**config.mk**
```make
export PLATFORM = sky130hd
export DESIGN_NAME = uart_trans
export DESIGN_NICKNAME = d
export VERILOG_FILES = /design/src/rtl/uart_trans.sv
export SDC_FILE = /design/constraint.sdc
export NUM_CORES = 1
export LEC_CHECK = 0
export BUFFER_PORTS_ARGS = -buffer_cell sky130_fd_sc_hd__buf_2
export CORE_MARGIN = 1.5
export CORE_UTILIZATION = 60
export CTS_BUF_LIST = sky130_fd_sc_hd__clkbuf_4 sky130_fd_sc_hd__clkbuf_8
export DETAILED_ROUTE_END_ITERATION = 12
export PLACE_DENSITY = 0.82
export SYNTH_ARGS = -nofsm -noshare
export SYNTH_HDL_FRONTEND = slang
export SYNTH_SLANG_ARGS = --single-unit
```
**constraint.sdc**
```tcl
create_clock -name clk -period 3.6 [get_ports clk]
set_clock_uncertainty 0.2 [all_clocks]
set_input_delay 0 -clock clk [delete_from_list [all_inputs] [get_ports clk]]
set_output_delay 0 -clock clk [all_outputs]
set_load 0.02 [all_outputs]
```
**src/rtl/uart_trans.sv**
```systemverilog
// UART transmit side: on start, strobes recSig for one bit period, idles the lead-in,
// then serialises the captured word LSB-first on bsOut with a one-clk done pulse.
module uart_trans #(
  parameter int unsigned PACKET_SIZE = 4,
  parameter int unsigned CYCLE_DIV   = 100,
  parameter int unsigned LEAD_CYCLES = 3
) (
  input  logic                   clk,
  input  logic                   rstN,
  input  logic                   start,
  input  logic [PACKET_SIZE-1:0] dataIn,
  output logic                   bsOut,
  output logic                   recSig,
  output logic                   busy,
  output logic                   done
);

  localparam int unsigned CntW  = ($clog2(CYCLE_DIV) > 0) ? $clog2(CYCLE_DIV) : 1;
  localparam int unsigned IdxW  = ($clog2(PACKET_SIZE + 1) > 0) ? $clog2(PACKET_SIZE + 1) : 1;
  localparam int unsigned LeadW = ($clog2(LEAD_CYCLES + 1) > 0) ? $clog2(LEAD_CYCLES + 1) : 1;
  // Index of the final lead period; unused when LEAD_CYCLES == 1.
  localparam int unsigned LeadLast = (LEAD_CYCLES >= 2) ? LEAD_CYCLES - 2 : 0;

  typedef enum logic [1:0] {StIdle, StSignal, StLead, StData} state_e;

  state_e                 state_q, state_d;
  logic [CntW-1:0]        cnt_q, cnt_d;
  logic [IdxW-1:0]        bit_idx_q, bit_idx_d;
  logic [LeadW-1:0]       lead_q, lead_d;
  logic [PACKET_SIZE-1:0] shift_q, shift_d;
  logic                   bs_q, bs_d;
  logic                   rec_q, rec_d;
  logic                   busy_q, busy_d;
  logic                   done_q, done_d;
  logic                   tick;

  assign tick = (cnt_q == CntW'(CYCLE_DIV - 1));

  always_comb begin
    state_d   = state_q;
    cnt_d     = cnt_q;
    bit_idx_d = bit_idx_q;
    lead_d    = lead_q;
    shift_d   = shift_q;
    done_d    = 1'b0;

    if (state_q == StIdle) begin
      cnt_d = '0;
    end else begin
      cnt_d = tick ? '0 : cnt_q + CntW'(1);
    end

    unique case (state_q)
      StIdle: begin
        if (start) begin
          shift_d   = dataIn;
          bit_idx_d = '0;
          lead_d    = '0;
          state_d   = StSignal;
        end
      end
      StSignal: begin
        if (tick) begin
          lead_d  = '0;
          state_d = (LEAD_CYCLES == 1) ? StData : StLead;
        end
      end
      StLead: begin
        if (tick) begin
          if (lead_q == LeadW'(LeadLast)) begin
            state_d = StData;
          end else begin
            lead_d = lead_q + LeadW'(1);
          end
        end
      end
      StData: begin
        if (tick) begin
          shift_d   = shift_q >> 1;
          bit_idx_d = bit_idx_q + IdxW'(1);
          if (bit_idx_q == IdxW'(PACKET_SIZE - 1)) begin
            state_d = StIdle;
            done_d  = 1'b1;
          end
        end
      end
      default: state_d = StIdle;
    endcase

    // Outputs are decoded from the next state so they appear registered.
    bs_d   = (state_d == StData) ? shift_d[0] : 1'b1;
    rec_d  = (state_d == StSignal);
    busy_d = (state_d != StIdle);
  end

  always_ff @(posedge clk) begin
    if (!rstN) begin
      state_q   <= StIdle;
      cnt_q     <= '0;
      bit_idx_q <= '0;
      lead_q    <= '0;
      shift_q   <= '0;
      bs_q      <= 1'b1;
      rec_q     <= 1'b0;
      busy_q    <= 1'b0;
      done_q    <= 1'b0;
    end else begin
      state_q   <= state_d;
      cnt_q     <= cnt_d;
      bit_idx_q <= bit_idx_d;
      lead_q    <= lead_d;
      shift_q   <= shift_d;
      bs_q      <= bs_d;
      rec_q     <= rec_d;
      busy_q    <= busy_d;
      done_q    <= done_d;
    end
  end

  assign bsOut  = bs_q;
  assign recSig = rec_q;
  assign busy   = busy_q;
  assign done   = done_q;

endmodule
```
---- Word-level counts from Yosys, hierarchy flattened ----
Cells that the tools add are included.
word-level totals
  output and inout bits ................... 4
  flip-flop bits (word level) ............. 22
  input port bits ......................... 7
cells by class
  bitwise gates (word level) .............. 1
  muxes and demuxes ....................... 19
  reduce and logical (&&, ||, !) cells .... 9
  equal/unequal tests ..................... 13
  $add $sub $neg .......................... 3
operator list
  cell                                            count
  2-to-1 mux 2 bit                                10
  != test 2 bit (second input constant)           5
  2-to-1 mux 4 bit                                2
  case mux 2 bit (4 select lines)                 1
  case mux 4 bit (2 select lines)                 1
  adder 7 x 1 -> 7 bit (second input constant)    1
  == test 7 bit (second input constant)           1
  == test 2 x 1 -> 1 bit (second input constant)  3
  == test 2 bit (second input constant)           3
  2-to-1 mux 3 bit                                2
  case mux 2 bit (3 select lines)                 1
  case mux 3 bit (2 select lines)                 1
  AND reduction 3 bit                             2
  AND reduction 5 bit                             1
  nonzero test 2 bit                              2
  adder 3 x 1 -> 3 bit (second input constant)    1
  == test 3 x 2 -> 1 bit (second input constant)  1
  nonzero test 3 bit                              1
  OR reduction 3 bit                              1
  adder 2 x 1 -> 2 bit (second input constant)    1
  zero test 2 bit                                 1
  AND reduction 2 bit                             1
  2-to-1 mux 1 bit                                1
  NOT 1 bit                                       1

---- Depth between registers and ports, before layout ----
Gate-level depths: netlist of run 1.
  depth in word-level cells ............... 6
  depth in mapped cells ................... 7

---- Worst setup path before layout of run 1 ----
Ideal clock, no wire load.
  path kind ............................... flip-flop to flip-flop
  start ................................... register state_q[0]
  end ..................................... register bs_q (netlist: bsOut)
  setup slack ............................. 1648 ps
  arrival time ............................ 1615 ps
  required time ........................... 3262 ps
  cell stages (with the launch flop) ...... 8
  period minus slack after synthesis ...... 1952 ps
  library setup time ...................... 138 ps
  path through ............................ dfxtp_1 > inv_1 > ha_1 > clkbuf_1 > nor2b_1 > a221o_1 > a211oi_1 > nand4_1
between the ends
  word-level cells in the longest chain between the ends .. 5
  elaborated cells between the ends (all ways) .. 14
  those cells by class .................... eq/ne (4); mux (8); reduce/logical (2)
ends and longest elaborated chain
  what                                 line    source
  start, declared                      26      state_e state_q, state_d;
  start signal, assigned               98      state_q <= StIdle;
  start signal, assigned               108     state_q <= state_d;
  2-to-1 mux 2 bit (on tied branches)  81, 70
  2-to-1 mux 2 bit (on tied branches)  78, 69
  case mux 2 bit (4 select lines)      53      unique case (state_q)
  == test 2 bit                        91      bs_d = (state_d == StData) ? shift_d[0] : 1'b1;
  AND reduction 2 bit (no line)        --
  end signal, assigned                 113     bs_q <= bs_d;
  end, declared                        31      logic bs_q, bs_d;
Parallel ways exist; a longest one is shown, timed or not.
A chain may end at the register's enable or synchronous reset.

---- Worst setup path after layout of run 1 ----
  start ................................... register state_q[0]
  end ..................................... register shift_q[3]
between the ends
  word-level cells in the longest chain between the ends .. 3
  elaborated cells between the ends (all ways) .. 7
  those cells by class .................... eq/ne (3); mux (1); reduce/logical (3)
ends and longest elaborated chain
  what                                                                  line  source
  == test 2 bit / zero test 2 bit (equally long branches)               53
  != test 2 bit (no line) / nonzero test 2 bit (equally long branches)  --
  AND reduction 3 bit (no line)                                         --
  end signal, assigned                                                  112   shift_q <= shift_d;
  end, declared                                                         30    logic [PACKET_SIZE-1:0] shift_q, shift_d;
Parallel ways exist; a longest one is shown, timed or not.

==> results.md, run 1 <==
Worst setup path:
- In this run the critical register-to-register path is launched from state_q[0].
- In this run the register-to-register setup slack is 0.57 ns.
- The worst-case reg-to-reg path depth is 8.
- At the worst endpoint, the required time is 3.60 ns.
- The worst setup path is launched from a register.
- The critical path is of the reg2reg type.
- The maximum net fanout on the critical path is 12.
- The endpoint identified for the worst register-to-register timing path is shift_q[3].
- STA puts the critical path data arrival time at 3.04 ns.
- The nature of the critical path endpoint is a register.

GRT:
- Entering global routing, the biggest net connects 14 pins.
- The total overflow left after global routing is 0.
- The initial antenna violation count was 0.
- The number of global-route vias before repair is 875.
- For this run, the total global-route usage over all layers was measured as 23.0%.
- The first global-routing pass estimated 3630 um of wire.

Yosys:
- Among all flip-flop cells after synthesis, the most frequent one is dfxtp_1.
- The cell type contributing the most total cell area after synthesis is dfxtp_1.
- After synthesis the netlist holds a flip-flop and latch count of 22.
- Sorting the synthesized cells by area gives the leading types as dfxtp_1, ha_1, nor2_1.
- The number of nets in the synthesized netlist is 147.
- The number of synthesized flops with an enable pin is 0.
- The mapped netlist covers about 0.0012 mm2.
- The share of the yosys chip area belonging to registers is roughly 37%.
- In the synthesized netlist, the number of instances is 132.
- The most common cell in the synthesized netlist is dfxtp_1.
- In this run, distinct cell masters in the synthesized netlist total 42.
- After synthesis, the largest area contributor takes up 37.4% of total cell area.
- By count the netlist is led by dfxtp_1, nor2_1, ha_1.
- The average footprint of a synthesized cell is 8.93 um2.
- The Yosys step of the flow raised 0 warnings.
- The share of async-settable or async-resettable flops after synthesis is 0%.

Timing:
- The part of the cycle the worst path needs is 84.3%.
- The worst relative slew slack is around 54%.
- The final critical delay including setup and external delays is 3.03 ns.
- The final max-slew violation count is 0.
- The hold violation count in the final report is 0.
- For this run, the top clock speed supported by timing is 0.330 GHz.
- The setup violation total in the final timing report is 0.
- The transition time of the tightest slew-check pin is 0.681 ns.
- The final setup TNS is 0 ns.
- Setup repair after global routing left no endpoint under its margin.

Floorplanning:
- The site row count is 15.
- The overall die area is 0.00224 mm2.
- For this configuration, the core starts out at a cell density of 66.1%.
- The die height is 47.3 um.
- The die outline width is 47.3 um.
- The number of top-level design ports is 11.
- The area of the core is 0.00178 mm2.

Power:
- Cell internal power was estimated by the tool at approximately 320 uW.
- VDD sags by at most 0.000263 V.
- In this run the power spent charging and discharging nets is roughly 110 uW.
- In this run the power density over the cells is 329 mW/mm2.
- The switching share of power is about 26%.
- The sequential group share of total power is 59.4%.
- The analysis attributes to cell leakage a power of between 0.0004 and 0.0005 uW.
- The overall power consumption is approximately 430 uW.
- The clock network burns between 20 and 25% of the power.
- Of the total power, combinational logic draws ~16%.

Min path:
- In this run the most critical hold path is launched from start.
- Counting instances, the worst hold path has a depth of 4.
- The worst-case hold path end point is bit_idx_q[2].
- In this run the worst hold path is classified as in2reg.

Route:
- The total iterations of the first detailed-routing run is 4.
- In the routed design, unresolved DRC markers number 0.
- After detailed routing, the number of vias per cell comes to 5.80.
- For this block, the routed nets add up to roughly 2300 um of wire.
- The remaining antenna violation count after routing is 0.
- The average wire length per cell after detail routing is 13.9 um.
- The number of vias in the routed layout is 974.
- The detailed router finished its first iteration with 28 violations.

Status:
- The run finished with clean final reports.

Layout:
- For this run, the post-layout net count is 160.
- The area growth from synthesis to layout is 10.9%.
- In the final layout, the share of cells above drive strength 1 is about an eighth.
- 0 antenna diodes ended up in the layout.

CTS:
- The number of cells upsized or downsized after cts is 0.
- The number of hold buffers added after CTS was 7.
- TritonCTS built the clock tree.
- The clock root buffer master is clkbuf_4.
- The buffers inserted during post-CTS setup optimization is 0.
- Buffers inserted during clock tree synthesis total 3.
- The number of buffers on the longest clock path is 2.
- The total number of clock tree sinks is 22.
- The clock slew seen by the registers of the worst setup and hold paths is 0.11 ns.
- The later-pin clock latency in the skew report is 0.30 ns.
- The H-tree depth reported by CTS is 1.

Place:
- The last weighted congestion value of the routability-driven placer is roughly 0.87.
- Buffers placed on the I/O ports in this run total 10.
- The wire-length estimate of the detail-placed layout is around 1700 um.

Job:
- Across the run, the number of max-cap violations was 0.
[power by group through the flow]
stage	clock, uW	combinational [uW]	sequential, uW
after floorplan	0	44.3	263
after global placement	0	59.6	260
after detailed placement	0	61.3	261
after CTS	111	67.9	255
after global routing	116	75.1	257
final	106	68.9	255
[cells in the final DEF (no fill, tap or decap), types with 5 or more instances in the layout]
cell type | synthesis | final
nor2_1 | 14 | 14
dlygate4sd3_1 | 0 | 7
a21oi_1 | 5 | 5
buf_2 | 3 | 10
ha_1 | 8 | 8
nor2b_1 | 6 | 6
dfxtp_1 | 22 | 22
inv_1 | 7 | 7
nand2_1 | 7 | 7
[flip-flops by register name, indices dropped and copies added (netlist names)]
register and cells:
state_q 2, bit_idx_q 3, done 1, bsOut 1, busy 1, cnt_q 7
recSig 1, shift_q 4, lead_q 2
[layer usage]
metal	track usage [%]	vias up	wire [um]
met5	0	-	0
met4	10.6	0	30
met3	5.38	5	111
met2	36.8	31	1120
li1	-	491	-
met1	29.1	447	1070
[worst max-delay path by stage]
| stage | slack [ns] | endpoint | startpoint |
|---|---|---|---|
| 3_3_place_gp | 1.52 | bsOut | state_q[0] |
| 5_1_grt | 0.44 | shift_q[3] | state_q[0] |
| 3_5_place_dp | 1.42 | bsOut | state_q[0] |
| 6_report | 0.57 | shift_q[3] | state_q[0] |
| 2_1_floorplan | 1.65 | bsOut | state_q[0] |
| 4_1_cts | 0.60 | shift_q[3] | state_q[0] |
[metrics by stage]
stage | std cells | setup WS (ns) | utilization, % | hold WS (ns) | area [um2]
global route | 168 | 0.436 | 73.3 | 0.0835 | 1310
detailed placement | 158 | 1.42 | 68.1 | 0.0923 | 1210
floorplan | 132 | 1.65 | - | -0.0309 | 1180
finish | 168 | 0.567 | 73.3 | 0.0200 | 1310
CTS | 168 | 0.604 | 73.3 | 0.0233 | 1310
global placement | 158 | 1.52 | 68.1 | 0.0886 | 1210
[area by class of cell]
type                    instances  area (um2)
clock buffers                   3        22.5
multi-input cells              94         667
well taps                      25        31.3
fillers                       141         475
flip-flops and latches         22         440
repair buffers                 17         120
inverters                       7        26.3
[cell families after synthesis]
| family | after synthesis | share of synthesized area, % |
|---|---|---|
| muxes | 2 | 1.70 |
| buffers and inverters | 16 | 6.05 |
| AOI/OAI and AO/OA | 27 | 18.3 |
| and+or+nand+nor | 52 | 24.4 |
| xor gates and xnor gates | 5 | 3.72 |
| DFF | 22 | 37.4 |
| adders and majority gates | 8 | 8.49 |
[critical path, cell delays in order (launching register included)]
cell           delay (ns)
dfxtp_1              0.43
inv_1                0.10
ha_1                 0.33
nor2b_1              0.19
a31oi_2              0.35
nand4b_1             0.17
dlygate4sd3_1        0.56
a21oi_1              0.06
dlygate4sd3_1        0.55
(Power assumes the default switching activity.)
==> run 2: changes to the inputs <==
--- a/config.mk
+++ b/config.mk
@@ -5,12 +5,13 @@
 export SDC_FILE = /design/constraint.sdc
 export NUM_CORES = 1
 export LEC_CHECK = 0
+export ABC_AREA = 1
 export BUFFER_PORTS_ARGS = -buffer_cell sky130_fd_sc_hd__buf_2
 export CORE_MARGIN = 1.5
-export CORE_UTILIZATION = 60
+export CORE_UTILIZATION = 54
 export CTS_BUF_LIST = sky130_fd_sc_hd__clkbuf_4 sky130_fd_sc_hd__clkbuf_8
 export DETAILED_ROUTE_END_ITERATION = 12
-export PLACE_DENSITY = 0.82
+export PLACE_DENSITY = 0.79
 export SYNTH_ARGS = -nofsm -noshare
 export SYNTH_HDL_FRONTEND = slang
 export SYNTH_SLANG_ARGS = --single-unit
==> constraint.sdc (replaced) <==
create_clock -name clk -period 2.46 [get_ports clk]
set_clock_uncertainty 0.2 [all_clocks]
set_input_delay 0 -clock clk [delete_from_list [all_inputs] [get_ports clk]]
set_output_delay 0 -clock clk [all_outputs]
set_load 0.02 [all_outputs]
==> run 2 against run 1 <==
Die area grew 8.3%; sequential share of layout area fell by 1.3 points; area after synthesis fell by 2.0%; sequential cell count stayed put; clock power rose by 92%; non-clock buffer count rose by 2; register-to-register slack worse by 0.34 ns; global-route usage fell by 1.3 points; power increased to 3.0 times the previous value; worst hold slack gained 0.23 ns; critical path depth grew 1; first-iteration DRC count shrank 54%; critical endpoint is now shift_q[2]; largest power group is now combinational cells.
==> results.md, run 2 <==
Worst setup path:
- The data arrival at the endpoint of the critical path is 2.30 ns (was 3.04 ns).
- The worst-case reg-to-reg path depth came to 9 (was 8).
- The nature of the critical path startpoint is a register (unchanged).
- The worst path buffer plus inverter count is 2 (was 3).
- The maximum net fanout on the critical path was 7 (was 12).
- The most frequent cell on the critical path is nand2_1 (was dlygate4sd3_1).
- The category of cells accounting for the largest share of critical-path delay is buffers and inverters (unchanged).
- The classification of the worst setup path is reg2reg (unchanged).
- Worst path cell trace: inv_1, ha_1, nand2_1, o21ai_4, nand2_4, nor2_4, nand2_1, a21oi_1, dlygate4sd3_1 (was inv_1, ha_1, nor2b_1, a31oi_2, nand4b_1, dlygate4sd3_1, a21oi_1, dlygate4sd3_1).
- The cell with the largest stage delay on the worst path is dlygate4sd3_1 (unchanged).
- The nature of the critical path endpoint is a register (unchanged).
- The largest incremental delay on the critical path is 0.56 ns (about the same).
- The data required time at the worst endpoint is 2.53 ns (was 3.60 ns).
- The cell depth of the worst setup path is 9 (was 8).

Yosys:
- The main flop type after synthesis is dfxtp_1 (unchanged).
- Largest cells by area after synthesis: dfxtp_1, nand2_1, ha_1 (was dfxtp_1, ha_1, nor2_1).
- The count of synthesis-stage warnings from yosys is 0 (unchanged).
- The average footprint of a synthesized cell came to 7.50 um2 (was 8.93 um2).
- The synthesized netlist cell count is 154 (was 132).
- The count of distinct cell types in the synthesized netlist was 25 (was 42).
- The post-synthesis instance area came to 0.00115 mm2 (was 0.00118 mm2).
- Most instantiated cells after synthesis: nand2_1, dfxtp_1, inv_1 (was dfxtp_1, nor2_1, ha_1).
- The cell type contributing the most total cell area after synthesis is dfxtp_1 (unchanged).
- The area share of the largest cell type after synthesis came to 38.1% (was 37.4%).
- The post-synthesis sequential element count came to 22 (unchanged).
- The share of async-settable or async-resettable flops after synthesis is 0% (unchanged).
- The share of the yosys chip area belonging to registers is 38.1% (was 37.4%).
- The library cell with the highest instance count after synthesis was nand2_1 (was dfxtp_1).
- The synthesized netlist net count came to 169 (was 147).
- The number of synthesized flops with an enable pin is 0 (unchanged).

Timing:
- The worst relative slew slack is 70.9% (was 54.5%).
- The final setup TNS came to 0 ns (unchanged).
- The transition time of the tightest slew-check pin is 0.436 ns (was 0.681 ns).
- The final hold slack was 0.255 ns (was 0.0200 ns).
- The hold violation count in the final report came to 0 (unchanged).
- The final max-slew violation count is 0 (unchanged).
- The part of the cycle the worst path needs is 90.7% (was 84.3%).
- RSZ-0062 raised after global routing: false (unchanged).
- The fmax was 0.448 GHz (was 0.330 GHz).
- The final critical delay including setup and external delays is 2.23 ns (was 3.03 ns).
- The setup violation total in the final timing report is 0 (unchanged).

CTS:
- The number of buffers inserted for hold repair after clock tree synthesis is 9 (was 7).
- The number of clock buffers inserted by TritonCTS is 3 (unchanged).
- The number of cells upsized or downsized after cts came to 0 (unchanged).
- The number of buffers on the longest clock path is 2 (unchanged).
- The clock slew seen by the registers of the worst setup and hold paths is 0.13 ns (was 0.11 ns).
- The total number of clock tree sinks was 22 (unchanged).
- The buffers inserted during post-CTS setup optimization is 0 (unchanged).
- The CTS tree is yes (unchanged).
- The H-tree depth reported by CTS is 1 (unchanged).
- The later-pin clock latency in the skew report is 0.32 ns (was 0.30 ns).
- The clock root buffer master is clkbuf_4 (unchanged).

Layout:
- The number of antenna diodes is 0 (unchanged).
- The total non-filler cell area in the finished layout is 0.00136 mm2 (was 0.00131 mm2).
- The number of flip-flops under the largest register name was 7 (unchanged).
- The fraction of layout cells with a size suffix above 1 is 20.5% (was 11.9%).
- Largest regs: cnt_q x7, shift_q x4, bit_idx_q x3 (unchanged).
- The area growth from synthesis to layout was 17.9% (was 10.9%).
- The final standard cell utilization of the core is 68.7% (was 73.3%).
- Commonest non-fill, non-tap cells in the layout: nand2_1, dfxtp_1, inv_1 (was dfxtp_1, nor2_1, buf_2).
- The final-stage net count is 192 (was 160).
- The most common cell after layout, fill and taps aside is nand2_1 (was dfxtp_1).
- The count of placed standard cells in the final layout, fillers left out is 203 (was 168).
- The register name with the most flops is cnt_q (unchanged).

Power:
- The total power divided by cell area was 963 mW/mm2 (was 329 mW/mm2).
- The cell-internal power came to 749 uW (was 319 uW).
- The static leakage power is 0.000615 uW (was 0.000486 uW).
- The maximum VDD drop was 0.000792 V (was 0.000263 V).
- The switching share of power came to 42.9% (was 25.9%).
- The switching component of the power is 562 uW (was 111 uW).
- The sequential group share of total power is 35.7% (was 59.4%).
- The clock network fraction of total power is 15.5% (was 24.6%).
- The combinational share of power was 48.8% (was 16.0%).

Route:
- The post-detailed-route DRC marker count is 0 (unchanged).
- The total iterations of the first detailed-routing run is 4 (unchanged).
- The number of vias in the routed layout is 1038 (was 974).
- The average wire length per cell after detail routing was 11.1 um (was 13.9 um).
- The number of DRC markers after the initial detailed-route iteration is 13 (was 28).
- The remaining antenna violation count after routing is 0 (unchanged).
- The post-detailed-routing wire length was 2260 um (was 2330 um).
- The number of vias per cell is 5.11 (was 5.80).

Place:
- The detailed-placement wirelength estimate is 1650 um (was 1670 um).
- The area of placed instances was 0.00123 mm2 (was 0.00121 mm2).
- The last weighted congestion value of the routability-driven placer is 0.852 (was 0.869).
- The total instance count after detailed placement came to 190 (was 158).
- The number of input and output port buffers inserted is 10 (unchanged).

Status:
- Run status: completed (unchanged).

GRT:
- The pin count of the biggest net entering global routing is 13 (was 14).
- The first-pass GRT wire length came to 4020 um (was 3630 um).
- The global-route usage over all layers is 21.7% (was 23.0%).
- The initial antenna violation count is 0 (unchanged).
- The remaining global-route overflow came to 0 (unchanged).
- The number of global-route vias before repair is 1007 (was 875).

Floorplanning:
- The starting density of the core is 58.3% (was 66.1%).
- The overall die area is 0.00243 mm2 (was 0.00224 mm2).
- The number of top-level design ports is 11 (unchanged).
- The area of the core was 0.00198 mm2 (was 0.00178 mm2).
- The die height is 49.2 um (was 47.3 um).
- The site row count is 16 (was 15).
- The die outline width is 49.2 um (was 47.3 um).

Job:
- The number of maximum-capacitance constraint violations is 0 (unchanged).

Min path:
- The cell depth of the worst min-delay path was 1 (was 4).
- The path class of the lowest-slack min-delay path is reg2reg (was in2reg).
[run 2: power by group through the flow]
stage / combinational (uW) / sequential [uW] / clock (uW)
final: 640 / 468 / 203
after global routing: 719 / 475 / 222
after CTS: 638 / 468 / 205
after detailed placement: 615 / 476 / 0
after global placement: 589 / 472 / 0
after floorplan: 472 / 493 / 0
[run 2: cells by family after synthesis]
family | share of synthesized area, %
buffers and inverters | 7.48
AND/OR/NAND/NOR | 35.6
AO/OA/AOI/OAI | 10.1
adder cells (fa/ha/maj) | 8.67
flip-flops | 38.1
[run 2: cell type report]
cell class | count | area (um2)
Sequential cell | 22 | 440
Fill cell | 158 | 621
Tap cell | 27 | 33.8
Multi-Input combinational cell | 109 | 628
Inverter | 22 | 82.6
Clock buffer | 4 | 36.3
Timing Repair Buffer | 19 | 140
[run 2: per-stage QoR]
step	setup WS (ns)	power (uW)
after global placement	0.726	1060
final	0.228	1310
after global routing	0.0623	1420
after floorplan	0.858	965
after detailed placement	0.683	1090
after CTS	0.226	1310
[run 2: path summary, 6_finish.rpt]
path              start  slack [ns]         end
max          state_q[0]        0.23  shift_q[2]
min            cnt_q[0]        0.25    cnt_q[0]
max reg2reg  state_q[0]        0.23  shift_q[2]
min reg2reg    cnt_q[0]        0.25    cnt_q[0]
[run 2: metal layers]
metal | part of all wire (%) | GRT usage, % | up-vias
li1 | - | - | 538
met1 | 43 | 23.6 | 464
met2 | 50 | 37.4 | 24
met3 | 3.8 | 4.91 | 12
met4 | 3.7 | 14.3 | 0
met5 | 0 | 0 | -
==> run 3: changes to the inputs <==
--- a/config.mk
+++ b/config.mk
@@ -11,7 +11,7 @@
 export CORE_UTILIZATION = 54
 export CTS_BUF_LIST = sky130_fd_sc_hd__clkbuf_4 sky130_fd_sc_hd__clkbuf_8
 export DETAILED_ROUTE_END_ITERATION = 12
-export PLACE_DENSITY = 0.79
+export PLACE_DENSITY = 0.77
 export SYNTH_ARGS = -nofsm -noshare
 export SYNTH_HDL_FRONTEND = slang
 export SYNTH_SLANG_ARGS = --single-unit
==> run 3 against run 2 <==
Via count fell by 2.4%; critical path depth fell by 1; cell area fell by 1.0%; clock power fell by 20%; non-clock buffer count did not move; sequential power barely moved; worst hold slack improved by 0.013 ns.
==> results.md, run 3 (synthesis results as in run 2) <==
Floorplanning:
- The site row count was 16 (unchanged).
- The overall die area is 0.00243 mm2 (unchanged).
- The die outline width is 49.2 um (unchanged).
- The area of the core is 0.00198 mm2 (unchanged).
- The die height was 49.2 um (unchanged).
- The number of top-level design ports is 11 (unchanged).
- The starting density of the core is 58.3% (unchanged).

Timing:
- The part of the cycle the worst path needs is 91.1% (was 90.7%).
- The final hold slack is 0.267 ns (was 0.255 ns).
- The final max-slew violation count is 0 (unchanged).
- The final setup TNS is 0 ns (unchanged).
- The worst relative slew slack is 69.4% (was 70.9%).
- The fmax was 0.446 GHz (was 0.448 GHz).
- The transition time of the tightest slew-check pin is 0.458 ns (was 0.436 ns).
- The final critical delay including setup and external delays is 2.24 ns (was 2.23 ns).
- The setup violation total in the final timing report came to 0 (unchanged).
- The hold violation count in the final report is 0 (unchanged).
- RSZ-0062 raised after global routing: false (unchanged).

CTS:
- The H-tree depth reported by CTS is 1 (unchanged).
- The number of cells upsized or downsized after cts is 0 (unchanged).
- The total number of clock tree sinks came to 22 (unchanged).
- The CTS tree was yes (unchanged).
- The number of buffers on the longest clock path is 2 (unchanged).
- The buffers inserted during post-CTS setup optimization came to 0 (unchanged).
- The later-pin clock latency in the skew report is 0.30 ns (was 0.32 ns).
- The clock root buffer master is clkbuf_4 (unchanged).
- The clock slew seen by the registers of the worst setup and hold paths is 0.12 ns (was 0.13 ns).
- The number of clock buffers inserted by TritonCTS is 3 (unchanged).

Worst setup path:
- Worst path cell trace: ha_1, inv_2, o21ai_4, nand2_4, nor2_4, nand2_1, a21oi_1, dlygate4sd3_1 (was inv_1, ha_1, nand2_1, o21ai_4, nand2_4, nor2_4, nand2_1, a21oi_1, dlygate4sd3_1).
- The category of cells accounting for the largest share of critical-path delay was buffers and inverters (unchanged).
- The cell depth of the worst setup path was 8 (was 9).
- The largest incremental delay on the critical path is 0.57 ns (was 0.56 ns).
- The worst-case reg-to-reg path depth is 8 (was 9).
- The worst path buffer plus inverter count is 2 (unchanged).
- The nature of the critical path startpoint is a register (unchanged).
- The cell with the largest stage delay on the worst path is dlygate4sd3_1 (unchanged).
- The data required time at the worst endpoint is 2.52 ns (was 2.53 ns).
- The data arrival at the endpoint of the critical path is 2.30 ns (about the same).
- The maximum net fanout on the critical path is 7 (unchanged).
- The classification of the worst setup path is reg2reg (unchanged).
- The nature of the critical path endpoint is a register (unchanged).

GRT:
- The first-pass GRT wire length was 4200 um (was 4020 um).
- The met2 routing resource usage after global routing was 41.4% (was 37.4%).
- The pin count of the biggest net entering global routing came to 13 (unchanged).
- The remaining global-route overflow is 0 (unchanged).
- The global-route usage over all layers is 22.1% (was 21.7%).
- The initial antenna violation count came to 0 (unchanged).
- The met1 demand-to-capacity share in global routing is 25.6% (was 23.6%).
- The number of global-route vias before repair is 1015 (was 1007).
- The met3 track demand over resource in global routing came to 2.76% (was 4.91%).
- The layer with the highest usage is met2 (unchanged).

Layout:
- The fraction of layout cells with a size suffix above 1 is 20.0% (was 20.5%).
- The area growth from synthesis to layout is 16.7% (was 17.9%).
- The most common cell after layout, fill and taps aside is nand2_1 (unchanged).
- The number of antenna diodes is 0 (unchanged).
- The final-stage net count was 192 (unchanged).
- Commonest non-fill, non-tap cells in the layout: nand2_1, dfxtp_1, inv_1 (unchanged).
- The register name with the most flops is cnt_q (unchanged).
- Largest regs: cnt_q x7, shift_q x4, bit_idx_q x3 (unchanged).
- The count of placed standard cells in the final layout, fillers left out was 202 (was 203).
- The number of flip-flops under the largest register name was 7 (unchanged).

Route:
- The number of vias in the routed layout is 1013 (was 1038).
- The remaining antenna violation count after routing is 0 (unchanged).
- The average wire length per cell after detail routing was 11.1 um (about the same).
- The post-detailed-route DRC marker count was 0 (unchanged).
- The number of DRC markers after the initial detailed-route iteration is 21 (was 13).
- The total iterations of the first detailed-routing run came to 4 (unchanged).
- The number of vias per cell came to 5.01 (was 5.11).
- The post-detailed-routing wire length is 2250 um (was 2260 um).

Place:
- The total instance count after detailed placement is 190 (unchanged).
- The last weighted congestion value of the routability-driven placer is 0.825 (was 0.852).
- The number of input and output port buffers inserted was 10 (unchanged).
- The detailed-placement wirelength estimate was 1540 um (was 1650 um).

Power:
- The total power divided by cell area is 937 mW/mm2 (was 963 mW/mm2).
- The static leakage power is 0.000607 uW (was 0.000615 uW).
- The maximum VDD drop is 0.000739 V (was 0.000792 V).

Status:
- Run status: completed (unchanged).

Job:
- The number of maximum-capacitance constraint violations is 0 (unchanged).

Min path:
- The cell depth of the worst min-delay path was 1 (unchanged).
- The path class of the lowest-slack min-delay path is reg2reg (unchanged).
==> run 3: cell count changes in the layout (fill, tap and decap cells not counted) <==
cell,delta
clkbuf_8,-1
==> run 3: timing repair <==
action,CTS,global route
setup endpoints to repair,0,0
endpoints found under the hold margin,18,0
hold buffers,9,0
==> run 3: worst paths after layout <==
path / endpoint / from / slack [ns]
worst max-delay path: shift_q[2] / state_q[1] / 0.22
worst min register to register: cnt_q[0] / cnt_q[0] / 0.27
worst max register to register: shift_q[2] / state_q[1] / 0.22
worst min-delay path: cnt_q[0] / cnt_q[0] / 0.27
==> run 3: metal layers <==
layer	vias up	share of wire (%)	wire, um
met5	-	0	0
met4	0	1.1	25
met3	4	2.5	56
met2	17	53	1190
met1	457	43	976
li1	535	-	-
==> run 3: report_power, final <==
group	internal (uW)	switching [uW]	total, uW	leakage, uW
registers	429	37.5	466	0.000179
logic	229	404	633	0.000414
clock network	57.1	105	163	0.0000138
==> run 3: cell type report <==
| cell class | instances | area (um2) |
|---|---|---|
| timing repair buffer | 19 | 140 |
| multi-input combinational | 109 | 628 |
| tap | 27 | 33.8 |
| fill | 161 | 634 |
| clock buffer | 3 | 22.5 |
| inverter | 22 | 82.6 |
| sequential | 22 | 440 |
==> run 3: per-stage QoR <==
stage	power [uW]	setup slack (ns)	utilization (%)	area [um2]
after detailed placement	1070	0.717	62.3	1230
final	1260	0.219	68.0	1350
after global placement	1060	0.742	62.3	1230
after CTS	1250	0.244	68.0	1350
after floorplan	965	0.858	-	1150
after global routing	1370	0.0362	68.0	1350
